--- config.mk ---
export PLATFORM = sky130hd
export DESIGN_NAME = tap_window_3
export DESIGN_NICKNAME = d
export VERILOG_FILES = /design/src/rtl/tap_window_3.sv
export SDC_FILE = /design/constraint.sdc
export NUM_CORES = 1
export LEC_CHECK = 0
export CORE_MARGIN = 2
export CORE_UTILIZATION = 45
export DETAILED_ROUTE_END_ITERATION = 6
export PLACE_DENSITY = 0.71
export SLEW_MARGIN = 20
export SYNTH_ARGS = -nofsm -noshare
export SYNTH_HDL_FRONTEND = slang
export SYNTH_SLANG_ARGS = --single-unit
--- constraint.sdc ---
create_clock -name clk -period 1.8 [get_ports clk]
set_input_delay 0.36 -clock clk [delete_from_list [all_inputs] [get_ports clk]]
set_output_delay 0.36 -clock clk [all_outputs]
set_load 0.05 [all_outputs]
--- src/rtl/tap_window_3.sv ---
// Streaming 3-tap window former feeding a 3-input signed adder.
// Presents the newest three samples of a line as (m_a newest, m_b, m_c oldest); windows never cross s_last.
module tap_window_3 #(
  parameter int unsigned DATA_W = 29
) (
  input  logic                     clk,
  input  logic                     rst,
  input  logic signed [DATA_W-1:0] s_data,
  input  logic                     s_last,
  input  logic                     s_valid,
  output logic                     s_ready,
  output logic signed [DATA_W-1:0] m_a,
  output logic signed [DATA_W-1:0] m_b,
  output logic signed [DATA_W-1:0] m_c,
  output logic                     m_last,
  output logic                     m_valid,
  input  logic                     m_ready,
  output logic                     err_short
);

  typedef enum logic [1:0] {
    EMPTY  = 2'd0,
    ONE    = 2'd1,
    PRIMED = 2'd2
  } fill_e;

  fill_e                     r_fill;
  fill_e                     w_fill_nxt;
  logic signed [DATA_W-1:0]  r_h0;
  logic signed [DATA_W-1:0]  r_h1;
  logic signed [DATA_W-1:0]  r_m_a;
  logic signed [DATA_W-1:0]  r_m_b;
  logic signed [DATA_W-1:0]  r_m_c;
  logic                      r_m_last;
  logic                      r_m_valid;
  logic                      r_err_short;
  logic                      w_in_acc;
  logic                      w_shift;
  logic                      w_load;
  logic                      w_err;

  // Output register is the only buffer: accept whenever it is empty or draining.
  assign s_ready   = !r_m_valid | m_ready;
  assign w_in_acc  = s_valid & s_ready;

  assign m_a       = r_m_a;
  assign m_b       = r_m_b;
  assign m_c       = r_m_c;
  assign m_last    = r_m_last;
  assign m_valid   = r_m_valid;
  assign err_short = r_err_short;

  // Fill-level state register.
  always_ff @(posedge clk) begin
    if (rst) begin
      r_fill <= EMPTY;
    end else begin
      r_fill <= w_fill_nxt;
    end
  end

  // Next fill level and datapath strobes; s_last always restarts the line.
  always_comb begin
    w_fill_nxt = r_fill;
    w_shift    = 1'b0;
    w_load     = 1'b0;
    w_err      = 1'b0;
    if (w_in_acc) begin
      w_shift = 1'b1;
      case (r_fill)
        EMPTY:   w_fill_nxt = ONE;
        ONE:     w_fill_nxt = PRIMED;
        PRIMED:  w_load     = 1'b1;
        default: w_fill_nxt = EMPTY;
      endcase
      if (s_last) begin
        w_fill_nxt = EMPTY;
        w_err      = (r_fill != PRIMED);
      end
    end
  end

  // History shift and output window register.
  always_ff @(posedge clk) begin
    if (rst) begin
      r_h0        <= '0;
      r_h1        <= '0;
      r_m_a       <= '0;
      r_m_b       <= '0;
      r_m_c       <= '0;
      r_m_last    <= 1'b0;
      r_m_valid   <= 1'b0;
      r_err_short <= 1'b0;
    end else begin
      if (w_shift) begin
        r_h1 <= r_h0;
        r_h0 <= s_data;
      end
      if (w_load) begin
        r_m_a    <= s_data;
        r_m_b    <= r_h0;
        r_m_c    <= r_h1;
        r_m_last <= s_last;
      end
      r_m_valid   <= w_load | (r_m_valid & !m_ready);
      r_err_short <= w_err;
    end
  end

endmodule

==> metrics.md <==
| Metric | Value |
|---|---|
| Pwr dens | 941 nW/um^2 |
| Final Cycle Share | between 90% and 100% |
| Largest net degree at the start of global routing | 96 |
| WP data arrival | around 1.4 ns |
| Final min period | 1.73 ns |
| Vias per cell | ~5.0 |
| CP top delay family | buffers and inverters |
| Die Wd | around 120 um |
| Row count | between 40 and 50 |
| Ys Warns | 0 |
| Mapped Cells | between 600 and 700 |
| Port Buffers | 124 |
| Power consumption | ~0.0076 W |
| RSZ-0062 raised after global routing | no |
| Syn avg cell area | between 9 and 10 um^2 |
| Routed len/inst | around 15 um |
| #FFs+latches synth | 150 |
| Commonest cells in the netlist | nand2b_1 (176), dfxtp_1 (150), mux2i_1 (88) |
| Critical path class | in2out |
| Fin cells | 960 |
| Seq/Total Area, Yosys | 48.1% |
| Setup violators final | 0 |
| Grt ovf | 0 |
| First-pass GRT wire length | 23,400 um |
| Critical-path maximum fanout | 38 |
| CP most frequent cell | buf_12 |
| Synth area leader | dfxtp_1 |
| Post-Synthesis Cell Area | approximately 6200 um^2 |
| Drt first pass iters | 5 |
| Hold buffer count at CTS | 0 |
| Layout cell share with drive strength beyond 1 | between 10% and 20% |
| Worst-case clock skew | between 0.007 and 0.008 ns |
| Area share of the largest cell type after synthesis | between 40 and 50% |
| WHS | around 0.44 ns |
| Die ar. | ~15,000 um^2 |
| Post-route setup slack | between 0.06 and 0.07 ns |
| Final slew viol count | 0 |
| Max VDD drop | around 0.00063 V |
| Via count | roughly 4,800 |
| Max incr delay on CP | 0.51 ns |
| Area Overhead vs Synth | 29.3% |
| Setup TNS | 0 ns |
| Asr flop ratio synth | 0% |
| ANT nets after route | 0 |
| Prevailing post-synth register cell | dfxtp_1 |
| CTS Buffer Depth | 2 |
| Placed cell count | slightly above 900 |
| CTS H-tree lvls | 4 |
| Root buf cell | clkbuf_16 |
| NumNets Final | 801 |
| Core box area | ~14,000 um^2 |
| Hpwl dp | about 9700 um |
| Detailed Route Iter0 Violations | between 400 and 500 |
| Leak | 2.92 nW |
| Critical path required time | roughly 1.4 ns |
| Sink Count | 150 |
| Number of global-route vias before repair | 4,646 |
| Clock Latency Late Sink | 0.42 ns |
| Initial Util | a little under half |
| Critical Path End Type | primary output |
| FMAX | just under 600 MHz |
| Max cap viols | 0 |
| GP Congestion | between 0.8 and 0.9 |
| Final hold vios | 0 |
| TritonCTS clock tree | yes |
| Top cells by area, synth | dfxtp_1 (48%), nand2b_1 (18%), mux2i_1 (14%) |
| Bufs and invs on worst path | 4 |
| Slowest-stage cell, CP | clkdlybuf4s50_1 |
| Yosys cell types | 21 |
| Total Wirelength | 14,600 um |
| DRC viols | 0 |
| EDFF count, synth | 0 |
| Slew @ Worst Pin | approximately 0.43 ns |
| CTS-repair resized insts | 0 |
| Worst-path cell chain | clkdlybuf4s50_1 -> nor2b_4 -> inv_4 -> buf_12 -> buf_12 |
| Initial antenna violation count | 0 |
| Status | completed |
| Reg clk slew, reported paths | roughly 0.060 ns |
| CP Launch Type | input port |
| Setup bufs post-CTS | 0 |
| Mapped Nets | between 700 and 800 |
| TritonCTS buffer count | 17 |
| Worst min path class | in2reg |
| Slew headroom | a little over 70% |
| Most common cell in the synthesized netlist | nand2b_1 |
| Ports | around 130 |
| Die Y-Extent | roughly 120 um |
| Post-place setup slack | -0.0456 ns |
| GRT Total Usage | about a fifth |
## power by group
| part | internal [W] | switching (W) |
|---|---|---|
| Sequential | 0.00339 | 0.0000501 |
| Clock | 0.00237 | 0.00131 |
| Combinational | 0.000229 | 0.000249 |
## registers in the layout, summed over array words and instances (netlist names)
register   count
m_last         1
r_fill         2
r_h1          29
err_short      1
r_h0          29
m_c           29
m_b           29
m_valid        1
m_a           29
## cells in the final DEF, fill, tap and decap left out, types with 2 or more instances in the layout
| cell type | Yosys | final |
|---|---|---|
| nand2b_1 | 176 | 176 |
| dfxtp_1 | 150 | 149 |
| buf_4 | 7 | 101 |
| mux2i_1 | 88 | 88 |
| o21ai_0 | 60 | 60 |
| a21oi_1 | 60 | 60 |
| nand3_1 | 59 | 59 |
| clkdlybuf4s50_1 | 0 | 31 |
| clkbuf_16 | 0 | 17 |
| buf_12 | 0 | 10 |
| clkinv_2 | 0 | 5 |
| bufinv_16 | 0 | 4 |
| nor2_1 | 2 | 2 |
| clkbuf_8 | 0 | 2 |
| clkbuf_1 | 51 | 2 |
## cells by family (layout without fill, tap and decap cells)
kind of cell	count (synthesis)	in the layout	share of synthesized area, %
AND/OR/NAND/NOR	244	244	23.2
flip-flops	150	150	48.1
AO/OA/AOI/OAI	121	121	9.71
multiplexers	88	88	14.1
buffers and inverters	64	176	4.91
other	0	1	0
## worst reg2reg max path, delay by kind of cell (launching register included)
| kind | cells | cell delay [ns] |
|---|---|---|
| buf+inv | 1 | 0.23 |
| mux | 1 | 0.24 |
| simple gates | 2 | 0.59 |
| flops | 1 | 0.38 |
## path summary, 6_finish.rpt
path / from / end / slack (ns) / depth (start not counted)
max: m_ready / s_ready / 0.07 / 5
min: rst / r_h1[9]$_SDFFE_PP0P_ / 0.44 / 3
max reg2reg: r_fill[1]$_SDFFE_PP0P_ / m_c[17]$_SDFFE_PP0P_ / 0.29 / 4
min reg2reg: r_h1[18]$_SDFFE_PP0P_ / m_c[18]$_SDFFE_PP0P_ / 0.47 / 2
## final cells by class
cell class	instances	area (um^2)
tap	180	225
clock inverter	10	153
timing repair buffer	143	1270
fill	1208	5640
antenna	1	2.50
inverter	2	10.0
clock buffer	21	460
multi-input combinational	453	2950
sequential	150	3000
## per-layer routing
metal	vias to the layer above	global-route usage, %	routed length [um]
li1	2451	-	-
met1	2249	27.4	6910
met2	106	30.1	6650
met3	22	4.87	719
met4	0	7.69	312
met5	-	0	0
## through the flow
stage                     utilization (%)  area [um^2]
after global placement               54.4         7460
after detailed placement             54.4         7460
after CTS                            58.9         8080
after global routing                 58.9         8080
after floorplan                         -         6250
final                                58.9         8080
Note: power is estimated with default switching activity, not from simulation.
